**config.mk**
```make
export PLATFORM = sky130hd
export DESIGN_NAME = whack_hit_scorer
export DESIGN_NICKNAME = d
export VERILOG_FILES = /design/src/rtl/whack_hit_scorer.sv
export SDC_FILE = /design/constraint.sdc
export NUM_CORES = 1
export LEC_CHECK = 0
export CAP_MARGIN = 10
export CORE_MARGIN = 2
export CORE_UTILIZATION = 59
export DETAILED_ROUTE_END_ITERATION = 8
export GPL_TIMING_DRIVEN = 0
export HOLD_SLACK_MARGIN = 0.02
export PLACE_DENSITY = 0.79
export SLEW_MARGIN = 20
export SYNTH_ARGS = -nofsm -noshare
export SYNTH_HDL_FRONTEND = slang
export SYNTH_SLANG_ARGS = --single-unit
```
**constraint.sdc**
```tcl
create_clock -name CLOCK_50 -period 3.17 [get_ports CLOCK_50]
set_input_delay 0.634 -clock CLOCK_50 [delete_from_list [all_inputs] [get_ports CLOCK_50]]
set_output_delay 0.634 -clock CLOCK_50 [all_outputs]
set_load 0.02 [all_outputs]
```
**src/rtl/whack_hit_scorer.sv**
```systemverilog
// -----------------------------------------------------------------------------
// whack_hit_scorer
//
// Hit-qualification and scoring stage for the whack-a-box game. The raw
// struck-box code from the sensor bus is synchronised and debounced. Each
// rising strike (debounced code going from 0 to nonzero) becomes one event.
// The event is compared against the current target box and a saturating
// score is kept. Single-cycle pulses are emitted to trigger audio and to
// advance the target LFSR.
//
// Ports
//   CLOCK_50     in   1        system clock, all logic on the rising edge
//   resetn       in   1        synchronous, active-low reset
//   game_active  in   1        high while a round runs; rising edge clears score
//   sensor_addr  in   3        asynchronous struck-box code, 0 = nothing struck
//   target_addr  in   3        current target box, 0 = no target
//   score        out  SCORE_W  running score (unsigned, saturating)
//   hit_pulse    out  1        one-cycle pulse on a correct strike
//   miss_pulse   out  1        one-cycle pulse on a wrong strike
//   next_target  out  1        one-cycle pulse with hit_pulse, requests new target
//   armed        out  1        high while a strike can be scored
// -----------------------------------------------------------------------------
module whack_hit_scorer #(
   parameter int DEBOUNCE_CYCLES = 50000,
   parameter int COOLDOWN_CYCLES = 12500000,
   parameter int SCORE_W         = 11
) (
   input  logic               CLOCK_50,
   input  logic               resetn,
   input  logic               game_active,
   input  logic [2:0]         sensor_addr,
   input  logic [2:0]         target_addr,
   output logic [SCORE_W-1:0] score,
   output logic               hit_pulse,
   output logic               miss_pulse,
   output logic               next_target,
   output logic               armed
);

   localparam int DW = (DEBOUNCE_CYCLES < 2) ? 1 : $clog2(DEBOUNCE_CYCLES + 1);
   localparam int CW = (COOLDOWN_CYCLES < 2) ? 1 : $clog2(COOLDOWN_CYCLES + 1);
   localparam logic [DW-1:0]      DEB_LAST  = DW'(DEBOUNCE_CYCLES);
   localparam logic [CW-1:0]      COOL_LAST = CW'(COOLDOWN_CYCLES - 1);
   localparam logic [SCORE_W-1:0] SCORE_MAX = {SCORE_W{1'b1}};

   typedef enum logic [1:0] {
      IDLE     = 2'd0,
      ARMED    = 2'd1,
      COOLDOWN = 2'd2,
      RELEASE  = 2'd3
   } state_t;

   // ---------------------------------------------------------------------
   // Input path: synchroniser and debouncer
   // ---------------------------------------------------------------------
   // The 3-bit code is synchronised bit-wise; skew between bits on a change
   // is harmless because the debouncer only accepts a value that stays
   // identical for DEBOUNCE_CYCLES consecutive synchronised cycles.
   logic [2:0]    sync1_reg;
   logic [2:0]    s_sync_reg;
   logic [2:0]    cand_reg;      // s_sync as seen on the previous cycle
   logic [2:0]    deb_reg;
   logic [2:0]    deb_prev_reg;
   logic [DW-1:0] deb_cnt_reg;
   logic [DW-1:0] deb_cnt_next;
   logic [2:0]    deb_next;

   always_comb begin
      deb_cnt_next = '0;
      deb_next     = deb_reg;
      if (s_sync_reg != deb_reg) begin
         // Same value as last cycle extends the run, anything else restarts it.
         if (s_sync_reg == cand_reg)
            deb_cnt_next = deb_cnt_reg + DW'(1);
         else
            deb_cnt_next = DW'(1);
         if (deb_cnt_next == DEB_LAST) begin
            deb_next     = s_sync_reg;
            deb_cnt_next = '0;
         end
      end
   end

   always_ff @(posedge CLOCK_50) begin
      if (!resetn) begin
         sync1_reg    <= '0;
         s_sync_reg   <= '0;
         cand_reg     <= '0;
         deb_reg      <= '0;
         deb_prev_reg <= '0;
         deb_cnt_reg  <= '0;
      end else begin
         sync1_reg    <= sensor_addr;
         s_sync_reg   <= sync1_reg;
         cand_reg     <= s_sync_reg;
         deb_reg      <= deb_next;
         deb_prev_reg <= deb_reg;
         deb_cnt_reg  <= deb_cnt_next;
      end
   end

   // Only a press (0 -> nonzero) is a strike; sliding between boxes or
   // letting go never scores.
   logic strike_event;
   assign strike_event = (deb_prev_reg == 3'd0) && (deb_reg != 3'd0);

   // ---------------------------------------------------------------------
   // Round control and scoring FSM
   // ---------------------------------------------------------------------
   logic               ga_prev_reg;
   logic               ga_rise;
   state_t             state_reg,  state_next;
   logic [CW-1:0]      cool_reg,   cool_next;
   logic [SCORE_W-1:0] score_reg,  score_next;
   logic               hit_reg,    hit_next;
   logic               miss_reg,   miss_next;
   logic               armed_reg;

   assign ga_rise = game_active && !ga_prev_reg;

   always_comb begin
      state_next = state_reg;
      cool_next  = cool_reg;
      score_next = score_reg;
      hit_next   = 1'b0;
      miss_next  = 1'b0;

      if (!game_active) begin
         // Leaving the round beats everything, including a same-cycle strike.
         state_next = IDLE;
         cool_next  = '0;
      end else begin
         if (ga_rise)
            score_next = '0;

         case (state_reg)
            IDLE: begin
               // The clearing cycle does not arm; arming follows one cycle later.
               if (!ga_rise)
                  state_next = ARMED;
            end
            ARMED: begin
               if (strike_event && (target_addr != 3'd0)) begin
                  if (deb_reg == target_addr) begin
                     hit_next = 1'b1;
                     if (score_reg != SCORE_MAX)
                        score_next = score_reg + SCORE_W'(1);
                  end else begin
                     miss_next = 1'b1;
                     if (score_reg != '0)
                        score_next = score_reg - SCORE_W'(1);
                  end
                  state_next = COOLDOWN;
                  cool_next  = '0;
               end
            end
            COOLDOWN: begin
               if (cool_reg == COOL_LAST) begin
                  state_next = RELEASE;
                  cool_next  = '0;
               end else begin
                  cool_next = cool_reg + CW'(1);
               end
            end
            RELEASE: begin
               // A box still held down must be let go before the next strike.
               if (deb_reg == 3'd0)
                  state_next = ARMED;
            end
            default: state_next = IDLE;
         endcase
      end
   end

   always_ff @(posedge CLOCK_50) begin
      if (!resetn) begin
         ga_prev_reg <= 1'b0;
         state_reg   <= IDLE;
         cool_reg    <= '0;
         score_reg   <= '0;
         hit_reg     <= 1'b0;
         miss_reg    <= 1'b0;
         armed_reg   <= 1'b0;
      end else begin
         ga_prev_reg <= game_active;
         state_reg   <= state_next;
         cool_reg    <= cool_next;
         score_reg   <= score_next;
         hit_reg     <= hit_next;
         miss_reg    <= miss_next;
         armed_reg   <= (state_next == ARMED);
      end
   end

   assign score       = score_reg;
   assign hit_pulse   = hit_reg;
   assign miss_pulse  = miss_reg;
   assign next_target = hit_reg;
   assign armed       = armed_reg;

endmodule

```
==> summary.md <==
| Metric | Value |
|---|---|
| Status | complete, no violations |
| # rows | 29 |
| Seq cells post-synth | 72 |
| CTS Hold Bufs | 0 |
| WL per Instance | about 16 um |
| Sw Pwr | around 0.00048 W |
| EDFF count, synth | 0 |
| Leak | 1.418 nW |
| Post-DP HPWL | around 6.7 mm |
| GRT Util Overall | 0.2787 |
| Clock skew | ~0.011 ns |
| Hold Vio Cnt, Final | 0 |
| Sequential area share after synthesis | 0.3735 |
| Die height | 84.87 um |
| CTS clk-pin slew, worst paths | 0.09 ns |
| Ratio of cells with drive above 1 in the final layout | 0.07632 |
| Flop pwr share | 0.531 |
| Antenna cell count | 0 |
| Hold Path Class | reg2reg |
| Sw frac | 0.2755 |
| GPL Wtd Cong | between 0.9 and 1 |
| Top Ports | 24 |
| Mapped Area | approximately 3900 um2 |
| Number of buffers created by CTS | 9 |
| P&R area growth vs syn | 13.20% |
| Final nets | roughly 520 |
| Setup Crit Path Kind | reg2reg |
| Final min period | about 2.9 ns |
| Relative slew slack | 0.2364 |
| Area of the die | ~7200 um2 |
| Largest net degree at the start of global routing | 17 |
| Worst skew pair latency | 0.37 ns |
| Post-synthesis async set-or-reset flop share | 0 |
| First-pass GRT wire length | about 16 mm |
| GRT overflow | 0 |
| Clock sink count | 72 |
| Most common flop cell mapped by yosys | dfxtp_1 |
| CTS tree | yes |
| Vias per cell | about 6.3 |
| Post-cts resize count | 0 |
| Vias in the first global route | approximately 3.6k |
| Pwr Density | between 300 and 400 nW/um2 |
| Maxcap violations | 0 |
| Yosys cell types | 63 |
| Int Pwr | roughly 0.0013 W |
| CP required | 3.42 ns |
| Remaining DRCs | 0 |
| Drt total wl | about 9.6 mm |
| Via count | 3710 |
| Final Max Slew Viols | 0 |
| Slew at the pin closest to its max-slew limit | around 1.1 ns |
| Critical Path AT | 3.12 ns |
| Initial Util | 0.6077 |
| Root Buffer | clkbuf_8 |
| Reg2reg setup slack | between 0.3 and 0.4 ns |
| Crit-path max FO | 10 |
| Clock power share | 0.426 |
| Buffers on Ports | 22 |
| Post-CTS setup buffer count | 0 |
| Logic pwr share | 0.043 |
| Post-Synthesis Cells | between 400 and 500 |
| Ys Warns | 0 |
| TritonRoute pass-1 iters | 5 |
| Period utilization | 0.9045 |
| F_max | roughly 0.35 GHz |
| Final setup TNS | 0 ns |
| H-tree Lvls | 3 |
| Avg Synthesized Cell Area | 8.158 um2 |
| CTS Buffer Depth | 2 |
| Syn nets | just under 500 |
| Fillers | 533 |
| Initial antenna violation count | 0 |
| Max reg flops | 24 |
| Final setup viols | 0 |
| RSZ-0062 raised after global routing | false |
| Critical path endpoint category | flip-flop |
| Post-DRT Antenna Nets | 0 |
| Die Width | around 85 um |
| CP Launch Type | flip-flop |
| Pwr Total | 0.001728 W |
| CORE AREA | between 6000 and 7000 um2 |
| Max VDD drop | 0.2810 mV |
| First DRT Iteration DRCs | slightly below 400 |
-- through the flow --
step / utilization / setup slack [ns] / instance area, um2 / instances / hold slack [ns]
2_1_floorplan: - / 0.6579 / 3859 / 473 / 0.4119
4_1_cts: 0.6879 / 0.3109 / 4368 / 588 / 0.4429
6_report: 0.6879 / 0.3027 / 4368 / 588 / 0.4403
3_3_place_gp: 0.6575 / 0.1216 / 4175 / 572 / 0.4139
3_5_place_dp: 0.6575 / 0.1432 / 4175 / 572 / 0.4188
5_1_grt: 0.6879 / 0.05202 / 4368 / 588 / 0.4655
-- logic make-up (layout without fill, tap and decap cells) --
logic type                 Yosys count  after routing  share of synthesized area
muxes                                8              8                    0.02270
adders and majority gates            4              4                    0.01297
DFF                                 72             72                     0.3735
and+or+nand+nor                    221            221                     0.3116
buffers and inverters               39             77                    0.04183
xor gates and xnor gates            25             25                    0.05674
AOI/OAI and AO/OA                  104            104                     0.1806
-- cell usage in the layout, fill, tap and decap left out, types with 12 or more instances in the layout --
master           synthesis  final
nand4_1                 14     14
xnor2_1                 17     17
nand3_1                 25     25
a21oi_1                 26     26
nor4_1                  12     12
clkdlybuf4s50_1          0     22
nor3_1                  23     23
and2_1                  14     14
inv_1                   16     16
o21ai_0                 16     16
dfxtp_1                 72     72
clkbuf_1                19     19
nand2_1                 36     36
nor2_1                  46     46
-- Yosys cell counts (all sizes together), types with 5 or more instances --
cell type  count  area [um2]
xnor2         17       148.9
nor4          15       121.4
nor3b          5       37.54
a311oi         6       52.55
clkbuf        19       71.32
a211oi         6       45.04
nand4         16       112.6
o31ai          5       37.54
o21ai         18       90.09
nor2          46       172.7
xor2           8       70.07
or3            5       32.53
o21a           9       67.56
inv           16       60.06
a21oi         27       138.9
and3           8       50.05
dfxtp         72        1441
and2          15       95.09
mux2i          5       50.05
nand3         26       135.1
nand2         36       135.1
nor3          23       115.1
o22ai          5       31.28
-- path summary, 6_finish.rpt --
kind | start | end | cells after the start
max | cool_reg[0]$_SDFFE_PN0P_ | cool_reg[7]$_SDFFE_PN0P_ | 8
min | sync1_reg[2]$_SDFF_PN0_ | s_sync_reg[2]$_SDFF_PN0_ | 1
max reg2reg | cool_reg[0]$_SDFFE_PN0P_ | cool_reg[7]$_SDFFE_PN0P_ | 8
min reg2reg | sync1_reg[2]$_SDFF_PN0_ | s_sync_reg[2]$_SDFF_PN0_ | 1
-- critical path: stages (launching register included) --
cell and delay, ns:
dfxtp_1 0.44, ha_1 0.23, nand4_1 0.23, or4_1 0.56
o21ai_1 0.41, clkbuf_1 0.44, o21ai_0 0.19, a21oi_1 0.19
nor2_1 0.05
-- per-layer routing --
layer	global-route usage	part of all wire
met5	0	0
met4	0.1126	0.019
met3	0.05058	0.071
met2	0.4467	0.46
met1	0.3732	0.45
-- power groups by stage --
stage,sequential (W),combinational (W),clock [W]
CTS,0.000917,0.0000736,0.000739
floorplan,0.000938,0.0000453,0
finish,0.000917,0.0000740,0.000737
detailed placement,0.000938,0.0000728,0
global placement,0.000938,0.0000714,0
global route,0.000918,0.0000816,0.000789
-- final cells by class --
type	count	area (um2)	share of cell area
inverter	16	60.06	0.01375
timing repair buffer	22	220.2	0.05042
multi-input combinational	362	2256	0.5165
clock buffer	9	123.9	0.02836
tap	77	96.34	0.02206
sequential	72	1441	0.3300
clock inverter	7	68.82	0.01575
buffer	23	101.3	0.02320
No activity file was read; power rests on OpenSTA's default activity.
